### src/rtl/uart_tx_arbiter.sv
// Round-robin, packet-locked arbiter for two byte streams feeding one 8N1 UART transmitter.
// Define UART_ARB_TIMEOUT_EN to drop a stalled packet lock after TIMEOUT idle cycles.
module uart_tx_arbiter #(
  parameter int unsigned CLKS_PER_BIT = 434,
  parameter int unsigned TIMEOUT      = 1024
) (
  input  logic       clk,
  input  logic       reset,
  input  logic       a_valid,
  input  logic [7:0] a_data,
  input  logic       a_last,
  output logic       a_ready,
  input  logic       b_valid,
  input  logic [7:0] b_data,
  input  logic       b_last,
  output logic       b_ready,
  output logic [1:0] grant,
  output logic       busy,
  output logic       timeout,
  output logic       tx
);

  if (CLKS_PER_BIT < 2) begin : g_bad_clks_per_bit
    $error("CLKS_PER_BIT must be at least 2");
  end
  if (TIMEOUT < 1) begin : g_bad_timeout
    $error("TIMEOUT must be at least 1");
  end

  localparam int unsigned BaudW = $clog2(CLKS_PER_BIT);
  localparam logic [BaudW-1:0] BaudMax = BaudW'(CLKS_PER_BIT - 1);

  typedef enum logic {ArbIdle, ArbOwned} arb_e;
  typedef enum logic [1:0] {SIdle, SStart, SData, SStop} ser_e;

  arb_e             arb_q, arb_d;
  logic [1:0]       grant_q, grant_d;
  logic             last_grant_q, last_grant_d;  // 0 = A, 1 = B
  ser_e             ser_q, ser_d;
  logic [7:0]       shift_q, shift_d;
  logic [2:0]       bit_q, bit_d;
  logic [BaudW-1:0] baud_q, baud_d;
  logic             timeout_q;
  logic             timeout_hit;
  logic             accept, accept_last, baud_done;
  logic [7:0]       accept_data;

  assign accept      = (a_valid & a_ready) | (b_valid & b_ready);
  assign accept_data = grant_q[1] ? b_data : a_data;
  assign accept_last = grant_q[1] ? b_last : a_last;
  assign baud_done   = (baud_q == BaudMax);

`ifdef UART_ARB_TIMEOUT_EN
  localparam int unsigned ToW = $clog2(TIMEOUT + 1);
  logic [ToW-1:0] idle_cnt_q, idle_cnt_d;
  logic           owner_valid;

  assign owner_valid = grant_q[1] ? b_valid : a_valid;

  always_comb begin
    idle_cnt_d  = idle_cnt_q;
    timeout_hit = 1'b0;
    if (arb_q != ArbOwned || owner_valid) begin
      idle_cnt_d = '0;
    end else if (ser_q == SIdle) begin
      if (idle_cnt_q == ToW'(TIMEOUT - 1)) begin
        timeout_hit = 1'b1;
        idle_cnt_d  = '0;
      end else begin
        idle_cnt_d = idle_cnt_q + ToW'(1);
      end
    end
  end

  always_ff @(posedge clk) begin
    if (reset) idle_cnt_q <= '0;
    else       idle_cnt_q <= idle_cnt_d;
  end
`else
  assign timeout_hit = 1'b0;
`endif

  // State registers
  always_ff @(posedge clk) begin
    if (reset) begin
      arb_q        <= ArbIdle;
      grant_q      <= 2'b00;
      last_grant_q <= 1'b1;
      timeout_q    <= 1'b0;
      ser_q        <= SIdle;
      shift_q      <= '0;
      bit_q        <= '0;
      baud_q       <= '0;
    end else begin
      arb_q        <= arb_d;
      grant_q      <= grant_d;
      last_grant_q <= last_grant_d;
      timeout_q    <= timeout_hit;
      ser_q        <= ser_d;
      shift_q      <= shift_d;
      bit_q        <= bit_d;
      baud_q       <= baud_d;
    end
  end

  // Arbiter next state: a tie goes to whoever did not own the previous packet
  always_comb begin
    arb_d        = arb_q;
    grant_d      = grant_q;
    last_grant_d = last_grant_q;
    unique case (arb_q)
      ArbIdle: begin
        if (a_valid || b_valid) begin
          arb_d = ArbOwned;
          if (a_valid && (!b_valid || last_grant_q)) begin
            grant_d      = 2'b01;
            last_grant_d = 1'b0;
          end else begin
            grant_d      = 2'b10;
            last_grant_d = 1'b1;
          end
        end
      end
      ArbOwned: begin
        if ((accept && accept_last) || timeout_hit) begin
          arb_d   = ArbIdle;
          grant_d = 2'b00;
        end
      end
    endcase
  end

  // Serializer next state
  always_comb begin
    ser_d   = ser_q;
    shift_d = shift_q;
    bit_d   = bit_q;
    baud_d  = baud_q;
    if (ser_q != SIdle) baud_d = baud_done ? '0 : baud_q + BaudW'(1);
    unique case (ser_q)
      SIdle: begin
        if (accept) begin
          ser_d   = SStart;
          shift_d = accept_data;
          bit_d   = '0;
          baud_d  = '0;
        end
      end
      SStart: if (baud_done) ser_d = SData;
      SData: begin
        if (baud_done) begin
          shift_d = {1'b0, shift_q[7:1]};
          if (bit_q == 3'd7) ser_d = SStop;
          else               bit_d = bit_q + 3'd1;
        end
      end
      SStop: if (baud_done) ser_d = SIdle;
    endcase
  end

  // Outputs
  always_comb begin
    a_ready = !reset && arb_q == ArbOwned && grant_q[0] && ser_q == SIdle;
    b_ready = !reset && arb_q == ArbOwned && grant_q[1] && ser_q == SIdle;
    grant   = grant_q;
    busy    = (ser_q != SIdle);
    timeout = timeout_q;
    tx      = 1'b1;
    unique case (ser_q)
      SIdle:  tx = 1'b1;
      SStart: tx = 1'b0;
      SData:  tx = shift_q[0];
      SStop:  tx = 1'b1;
    endcase
  end

endmodule
### config.mk
export PLATFORM = sky130hd
export DESIGN_NAME = uart_tx_arbiter
export DESIGN_NICKNAME = d
export VERILOG_FILES = /design/src/rtl/uart_tx_arbiter.sv
export SDC_FILE = /design/constraint.sdc
export NUM_CORES = 1
export LEC_CHECK = 0
export BUFFER_PORTS_ARGS = -buffer_cell sky130_fd_sc_hd__buf_4
export CAP_MARGIN = 20
export CORE_MARGIN = 2
export CORE_UTILIZATION = 57
export CTS_BUF_LIST = sky130_fd_sc_hd__clkbuf_8
export DETAILED_ROUTE_END_ITERATION = 8
export HOLD_SLACK_MARGIN = 0.03
export MAX_ROUTING_LAYER = met4
export PLACE_DENSITY_LB_ADDON = 0.08
export SLEW_MARGIN = 5
export SYNTH_ARGS = -nofsm -noshare
export SYNTH_HDL_FRONTEND = slang
export SYNTH_SLANG_ARGS = --single-unit
### constraint.sdc
create_clock -name clk -period 2.4 [get_ports clk]
set_input_delay 0 -clock clk [delete_from_list [all_inputs] [get_ports clk]]
set_output_delay 0 -clock clk [all_outputs]
set_load 0.03 [all_outputs]
==> results.toml <==
[yosys]
synth_seq_area_share_pct = 32.2
ys.flop_type = "dfxtp_1"
yosys_warnings = 0
netlist_area_um2 = 1620
synth_commonest_cells = "26 x dfxtp_1, 20 x nand2_1, 13 x a21oi_1"
yosysTopAreaCellShare_pct = 32.2
yosys.area.top_type = "dfxtp_1"
synth.avg_cell_area_um2 = 8.46
synth_edf_count = 0
synthTopCellsByArea = "dfxtp_1 32%, ha_1 7.0%, mux2i_1 6.2%"
postSynth.asyncResetShare_pct = 0
synth.most_common_cell = "dfxtp_1"
synth_seq_cells = 26
syn-num-nets = 222
synthCells = 191
synth_cell_types = 45

[place]
hpwl_um = 2540
io_buffers = 27
finalWeightedCongestion = 0.811

[drt]
postRouteAntennaNets = 0
routed_wl_um = 3550
viasPerCell = 6.21
drcViolationCount = 0
wl_per_cell_um = 14.6
dr.first_iter.drc_count = 107
vias = 1508
drtPass1Iterations = 4

[clock_network]
cts_buffers = 3
clk_pin_slew_worst_paths_ns = 0.10
post_cts_resized = 0
clk_latency_ns = 0.27
root_buffer = "clkbuf_8"
cts.sink_count = 26
cts_tree = "built"
htree_num_levels = 1
clockBufferDepth = 2

[die]
fp.dieH_um = 57.2
die_area_um2 = 3280
start_util_pct = 59.1
rows = 19
fp.dieW_um = 57.2
core_area_um2 = 2730
io_pins = 29

[setup_path]
endpoint_kind = "flip-flop"
path_class = "flip-flop to flip-flop"
start_kind = "flip-flop"
arrival_ns = 2.31
path_max_fanout = 22
cp.required_ns = 2.60

[layout]
syn_to_final_growth_pct = 17.6
nFillCells = 229
diodes = 0
nets = 244
drive_gt1_share_pct = 18.4

[grt]
grt_overflow = 0
antenna_found_initial = 0
grt_pass1_wl_um = 6120
grt_use_total_pct = 24.3
grt_max_degree = 26
grt_pass1_vias = 1423

[power]
powerDensity_nw_per_um2 = 696
p_leak_nw = 0.726
ir_worst_vdd_mv = 0.506
p_total_mw = 1.32

[sta]
finalHoldViolCount = 0
min_period_ns = 2.10
fmax_ghz = 0.475
finalCritPeriodShare_pct = 87.7
skew_ns = 0.00279
worst_slew_margin_rel_pct = 46.8
finalSetupViolations = 0
worstMarginPinSlew_ns = 0.796
finalMaxSlewViolations = 0
rsz0062_at_grt = "false"
setup_tns_ns = 0

[run_status]
status = "complete, no violations"

[run]
maxCapViolations = 0

[min_path]
hp-class = "input pin to flip-flop"
## placed cells by master (no fill, tap or decap), types with 2 or more instances in the layout
cell | netlist | layout
a211oi_1 | 2 | 2
a21oi_1 | 13 | 13
a22oi_1 | 2 | 2
a311oi_1 | 6 | 6
a31oi_1 | 3 | 3
a41oi_1 | 2 | 2
and3_1 | 5 | 5
buf_4 | 1 | 31
clkbuf_8 | 0 | 3
dfxtp_1 | 26 | 26
dlygate4sd3_1 | 0 | 2
ha_1 | 9 | 9
inv_1 | 8 | 8
mux2i_1 | 10 | 10
nand2_1 | 20 | 20
nand2b_1 | 4 | 4
nand3_1 | 2 | 2
nor2_1 | 9 | 9
nor2b_1 | 3 | 3
nor3_1 | 2 | 2
o211ai_1 | 4 | 4
o21ai_0 | 9 | 9
o311ai_0 | 2 | 2
o31ai_1 | 7 | 7
o32ai_1 | 2 | 2
o41ai_1 | 2 | 2
or4b_1 | 6 | 6
## through the flow
stage | utilization [%] | area (um^2) | hold slack (ns) | cells | setup WS, ns
floorplan | - | 1620 | 0.139 | 191 | 0.560
global placement | 66.1 | 1810 | 0.278 | 237 | 0.458
detailed placement | 66.1 | 1810 | 0.299 | 237 | 0.324
CTS | 69.5 | 1900 | 0.0720 | 243 | 0.300
global route | 69.5 | 1900 | 0.0834 | 243 | 0.186
finish | 69.5 | 1900 | 0.0796 | 243 | 0.296
## report_power, final
group / switching (mW) / total (mW) / leakage (nW) / internal [mW]
registers: 0.0396 / 0.520 / 0.211 / 0.481
logic: 0.261 / 0.431 / 0.479 / 0.170
clock network: 0.147 / 0.370 / 0.0357 / 0.223
## final cells by class
class | instances | area [um^2] | share of cell area (%)
repair buffers | 33 | 253 | 13.3
well taps | 31 | 38.8 | 2.04
clock inverters | 1 | 30.0 | 1.58
flip-flops and latches | 26 | 520 | 27.4
inverters | 9 | 33.8 | 1.78
multi-input cells | 140 | 982 | 51.7
clock buffers | 3 | 41.3 | 2.17
## cell families after synthesis
logic type	synth area share, %
and+or+nand+nor	20.1
DFF	32.2
adders and majority gates	6.97
AOI/OAI and AO/OA	26.6
buffers and inverters	6.97
muxes	6.89
other	0.232
## critical path, cell delays in order (launching register included)
cell	delay, ns
dfxtp_1	0.42
inv_1	0.09
ha_1	0.24
buf_4	0.18
o21a_1	0.34
or4b_1	0.61
a21oi_1	0.15
## layer usage
metal,routed length [um],track usage (%),vias to the layer above,part of all wire (%)
li1,-,-,765,-
met1,1610,30.4,701,45
met2,1780,41.1,40,50
met3,146,2.95,2,4.1
met4,14,7.64,0,0.39
met5,0,-,-,0
## path summary, 6_finish.rpt
check / depth (start not counted) / to / from / slack [ns]
setup / recovery: 6 / shift_q[6]$_SDFFE_PP0P_ / ser_q[0]$_SDFFE_PP0P_ / 0.30
hold / removal: 3 / shift_q[7]$_SDFFE_PP0P_ / a_data[7] / 0.08
setup reg to reg: 6 / shift_q[6]$_SDFFE_PP0P_ / ser_q[0]$_SDFFE_PP0P_ / 0.30
hold reg to reg: 2 / shift_q[5]$_SDFFE_PP0P_ / shift_q[5]$_SDFFE_PP0P_ / 0.48
## flip-flops by register name, summed over array words and instances, names as in the netlist
name          count
baud_q            9
arb_q             1
last_grant_q      1
shift_q           8
ser_q             2
grant             2
bit_q             3
## what timing repair did
item | 4_1_cts | 5_1_grt
hold buffers | 2 | 0
hold endpoints to repair | 2 | 0
setup buffers | 0 | 0
No activity file was read; power rests on OpenSTA's default activity.
